===== src/rtl/bcd_to_bin.sv =====
// rtl/bcd_to_bin.sv - sequential packed-BCD to binary converter (reverse double-dabble)
module bcd_to_bin #(
    parameter int DIGITS = 3,
    parameter int BIN_W  = 10
) (
    input  logic                  CLOCK_50,
    input  logic                  RESET_N,
    input  logic                  start,
    input  logic [4*DIGITS-1:0]   bcd_in,
    output logic [BIN_W-1:0]      bin_out,
    output logic                  busy,
    output logic                  done,
    output logic                  err
);

    localparam int BCD_W = 4 * DIGITS;
    localparam int CNT_W = $clog2(BIN_W + 1);

    typedef enum logic {
        IDLE,
        SHIFT
    } state_t;

    state_t             state_q, state_d;
    logic [BCD_W-1:0]   bcd_r, bcd_d;
    logic [BIN_W-1:0]   bin_r, bin_d;
    logic [CNT_W-1:0]   cnt, cnt_d;
    logic [BIN_W-1:0]   bin_out_d;
    logic               busy_d, done_d, err_d;

    logic                     bad_digit;
    logic [BCD_W+BIN_W-1:0]   shifted;
    logic [BCD_W-1:0]         sh_bcd;
    logic [BIN_W-1:0]         sh_bin;

    always_comb begin
        bad_digit = 1'b0;
        for (int i = 0; i < DIGITS; i++) begin
            if (bcd_in[4*i +: 4] > 4'd9) begin
                bad_digit = 1'b1;
            end
        end
    end

    // One reverse-dabble step: shift right, then pull each digit >= 8 back by 3.
    always_comb begin
        shifted = {bcd_r, bin_r} >> 1;
        sh_bcd  = shifted[BCD_W+BIN_W-1:BIN_W];
        sh_bin  = shifted[BIN_W-1:0];
        for (int i = 0; i < DIGITS; i++) begin
            if (sh_bcd[4*i+3]) begin
                sh_bcd[4*i +: 4] = sh_bcd[4*i +: 4] - 4'd3;
            end
        end
    end

    always_comb begin
        state_d   = state_q;
        bcd_d     = bcd_r;
        bin_d     = bin_r;
        cnt_d     = cnt;
        bin_out_d = bin_out;
        busy_d    = busy;
        done_d    = 1'b0;
        err_d     = err;
        case (state_q)
            IDLE: begin
                if (start) begin
                    if (bad_digit) begin
                        bin_out_d = '0;
                        err_d     = 1'b1;
                        done_d    = 1'b1;
                    end else begin
                        bcd_d   = bcd_in;
                        bin_d   = '0;
                        cnt_d   = '0;
                        busy_d  = 1'b1;
                        err_d   = 1'b0;
                        state_d = SHIFT;
                    end
                end
            end
            SHIFT: begin
                bcd_d = sh_bcd;
                bin_d = sh_bin;
                cnt_d = cnt + 1'b1;
                if (cnt == CNT_W'(BIN_W - 1)) begin
                    bin_out_d = sh_bin;
                    done_d    = 1'b1;
                    busy_d    = 1'b0;
                    state_d   = IDLE;
                end
            end
            default: state_d = IDLE;
        endcase
    end

    always_ff @(posedge CLOCK_50 or negedge RESET_N) begin
        if (!RESET_N) begin
            state_q <= IDLE;
            bcd_r   <= '0;
            bin_r   <= '0;
            cnt     <= '0;
            bin_out <= '0;
            busy    <= 1'b0;
            done    <= 1'b0;
            err     <= 1'b0;
        end else begin
            state_q <= state_d;
            bcd_r   <= bcd_d;
            bin_r   <= bin_d;
            cnt     <= cnt_d;
            bin_out <= bin_out_d;
            busy    <= busy_d;
            done    <= done_d;
            err     <= err_d;
        end
    end

endmodule

===== config.mk =====
export PLATFORM = sky130hd
export DESIGN_NAME = bcd_to_bin
export DESIGN_NICKNAME = d
export VERILOG_FILES = /design/src/rtl/bcd_to_bin.sv
export SDC_FILE = /design/constraint.sdc
export NUM_CORES = 1
export LEC_CHECK = 0
export ABC_AREA = 1
export CAP_MARGIN = 15
export CORE_ASPECT_RATIO = 2
export CORE_MARGIN = 2
export CORE_UTILIZATION = 36
export CTS_CLUSTER_SIZE = 28
export DETAILED_ROUTE_END_ITERATION = 6
export HOLD_SLACK_MARGIN = 0.06
export PLACE_DENSITY = 0.61
export SLEW_MARGIN = 40
export SYNTH_ARGS = -nofsm -noshare
export SYNTH_HDL_FRONTEND = slang
export SYNTH_SLANG_ARGS = --single-unit

===== constraint.sdc =====
create_clock -name CLOCK_50 -period 3.05 [get_ports CLOCK_50]
set_clock_uncertainty 0.1 [all_clocks]
set_input_delay 0.7625 -clock CLOCK_50 [delete_from_list [all_inputs] [get_ports CLOCK_50]]
set_output_delay 0.7625 -clock CLOCK_50 [all_outputs]
set_load 0.01 [all_outputs]

==> impl_metrics.tcl <==
set metrics [dict create \
    outcome "completed" \
    clock.fmax_ghz 0.459 \
    rrSetupSlack_ns 1.28 \
    fin_crit_sh_pct 71.4 \
    critical_path_class "in -> reg" \
    endpoint_kind "register" \
    pre_cts_slack_ns 0.556 \
    grt_overflow 0 \
    synthCells 241 \
    switching_power_uw 855 \
    final_nets 283 \
    worstPathArrival_ns 2.25 \
    critPathMaxFanout 11 \
    p_clk_share_pct 15.9 \
    grt_usage_pct 14.5 \
    ys.warnings.count 0 \
    wl_per_cell_um 12.7 \
    syn_area_per_cell_um2 8.44 \
    syn_area_um2 2030 \
    antenna_left 0 \
    dpl.cell_count 317 \
    cts_hold_buf 0 \
    stdcell_count 325 \
    synth_commonest_cells "nand2_1 (77), nand3_1 (49), dfrtp_1 (39), nand3_2 (13), inv_1 (11)" \
    pwr-share-seq_pct 43.1 \
    ioPinCount 28 \
    cts_resized 0 \
    r2r_cells 8 \
    p_int_mw 1.26 \
    finalSetupViolCount 0 \
    hold_path_class "in -> async" \
    cts_num_sinks 39 \
    synth_area_leaders "dfrtp_1 (48%), nand2_1 (14%), nand3_1 (12%), nand3_2 (6.4%), buf_6 (2.8%)" \
    rr_startpoint "cnt[1]$_DFFE_PN0P_" \
    hpwl_um 2850 \
    synth_edf_count 0 \
    worst_setup_path_start_kind "primary input" \
    cpPeakStageDelay_ns 0.52 \
    n_antenna_cell 0 \
    grt_first_pass_wirelength_um 7070 \
    crit_top_cell "nand2_1" \
    cts_setup_buffers 0 \
    cts_buffers 5 \
    drt_pass1_iterations 4 \
    wl_met2_um 2220 \
    area_growth_pct 16.8 \
    grt_pass1_vias 1475 \
    cts.htree.levels 2 \
    worst_slack_ns 0.873 \
    cts_tree "done" \
    row_count 38 \
    io_buffer_count 27 \
    slew-limit-headroom_pct 60.9 \
    drive_above_1_share_pct 12.1 \
    grt_start_max_net_pins 40 \
    async_flop_share_pct 100 \
    fillers 585 \
    maxCapViolations 0 \
    num_vias 1622 \
    whs_ns 0.337 \
    slew_violations 0 \
    viasPerCell 4.99 \
    die_w_um 57.2 \
    power.density_nw_per_um2 890 \
    syn_nets 260 \
    ys_seq_area_share_pct 48.0 \
    yosysUniqueCellTypes 22 \
    core_area_um2 5420 \
    synth_top_area_share_pct 48.0 \
    switching_share_pct 40.4 \
    die_height_um 110 \
    clock-root-buffer "clkbuf_8" \
    dr.first_iter.drc_count 41 \
    clkTransAtPathRegs_ns 0.07 \
    die_area_um2 6300 \
    ir_drop_v 0.000544 \
    cp.required_ns 3.12 \
    power_leakage_nw 1.19 \
    routedLengthMet1_um 1700 \
    r2r-end "bin_out[9]$_DFFE_PN0P_" \
    start_util_pct 37.5 \
    p_total_mw 2.11 \
    synthFlopType "dfrtp_1" \
    post-route-min-period_ns 2.18 \
    drc 0 \
    path_cells "clkdlybuf4s50_1 -> inv_1 -> nor2_1 -> nand2_1 -> nand3_1 -> nand2_1" \
    hold_viol_final 0 \
    wirelength_um 4130 \
    path_buf_inv 2 \
    cts.path.max_buffers 2 \
    tns_ns 0 \
    wl_met3_um 147 \
    ys_ff_latch 39 \
    synth_most_common_cell "nand2_1" \
    yosysTopAreaCell "dfrtp_1" \
    routabilityCongestion 0.780 \
    worst_pin_slew_ns 0.585 \
    critPathSlowestCell "clkdlybuf4s50_1" \
    antenna_found_initial 0 \
    rsz0062_at_grt "false" \
    comb_power_share_pct 41.0 \
    insertion_delay_ns 0.28 \
    cp_top_family "simple AND/OR/NAND/NOR gates" \
    top_layer "met4" \
]
==> power by group through the flow <==
| stage | sequential, mW | combinational (mW) | clock (mW) |
|---|---|---|---|
| after floorplan | 0.890 | 0.661 | 0 |
| final | 0.912 | 0.868 | 0.335 |
| after CTS | 0.913 | 0.880 | 0.346 |
| after global routing | 0.947 | 0.996 | 0.368 |
| after detailed placement | 0.922 | 0.880 | 0 |
| after global placement | 0.920 | 0.864 | 0 |
==> worst register-to-register path: cells and delay by family (launching register included) <==
family,cells,cell delay [ns]
flops,1,0.41
buf+inv,2,0.24
simple gates,5,0.78
fa+ha+maj,1,0.13
==> cell usage in the layout (no fill, tap or decap), types with 3 or more instances in the layout <==
| master | Yosys | routed |
|---|---|---|
| nand2_1 | 77 | 77 |
| buf_4 | 3 | 5 |
| clkbuf_8 | 0 | 5 |
| clkdlybuf4s50_1 | 0 | 26 |
| nand3_1 | 49 | 49 |
| o21ai_2 | 3 | 3 |
| inv_1 | 11 | 11 |
| dfrtp_1 | 39 | 39 |
| nor2_1 | 9 | 9 |
| ha_1 | 4 | 4 |
| nand3_2 | 13 | 13 |
| o21ai_0 | 7 | 7 |
==> registers in the layout, summed over array words and instances, names as in the netlist <==
| signal | count |
|---|---|
| state_q | 1 |
| done | 1 |
| bcd_r | 12 |
| bin_r | 9 |
| err | 1 |
| bin_out | 10 |
| busy | 1 |
| cnt | 4 |
==> layout make-up <==
class	instances	area (µm²)	area share (%)
well taps	60	75.1	3.16
flip-flops and latches	39	976	41.1
repair buffers	31	298	12.5
clock inverters	1	5.00	0.211
inverters	12	45.0	1.90
multi-input cells	175	901	37.9
clock buffers	7	76.3	3.21
==> metrics by stage <==
| stage | area (µm²) | utilization [%] |
|---|---|---|
| CTS | 2380 | 43.8 |
| global route | 2380 | 43.8 |
| finish | 2380 | 43.8 |
| floorplan | 2030 | - |
| global placement | 2290 | 42.3 |
| detailed placement | 2290 | 42.3 |
==> cells by family (layout without fill, tap and decap cells) <==
logic type	count (synthesis)	count (layout)	synth area share (%)
adder cells (fa/ha/maj)	4	4	2.46
XOR/XNOR	2	2	0.861
AND/OR/NAND/NOR	156	156	37.1
buffers and inverters	27	51	7.75
flip-flops	39	39	48.0
AO/OA/AOI/OAI	13	13	3.87
==> worst max path at each step <==
stage,cells past startpoint,slack [ns],end,startpoint
final,6,0.87,bin_out[9]$_DFFE_PN0P_,start
after global routing,6,0.75,bin_out[9]$_DFFE_PN0P_,start
after CTS,6,0.86,bin_out[9]$_DFFE_PN0P_,start
after detailed placement,6,0.56,bin_out[9]$_DFFE_PN0P_,start
after global placement,6,0.57,bin_out[9]$_DFFE_PN0P_,start
after floorplan,5,1.44,bcd_r[1]$_DFFE_PN0P_,bcd_in[6]
==> metal layers <==
layer / up-vias / global-route usage, %
met4: 0 / 5.98
met1: 753 / 17.2
met3: 5 / 2.10
li1: 827 / -
met2: 37 / 25.6
met5: - / 0
No activity file was read; power rests on OpenSTA's default activity.
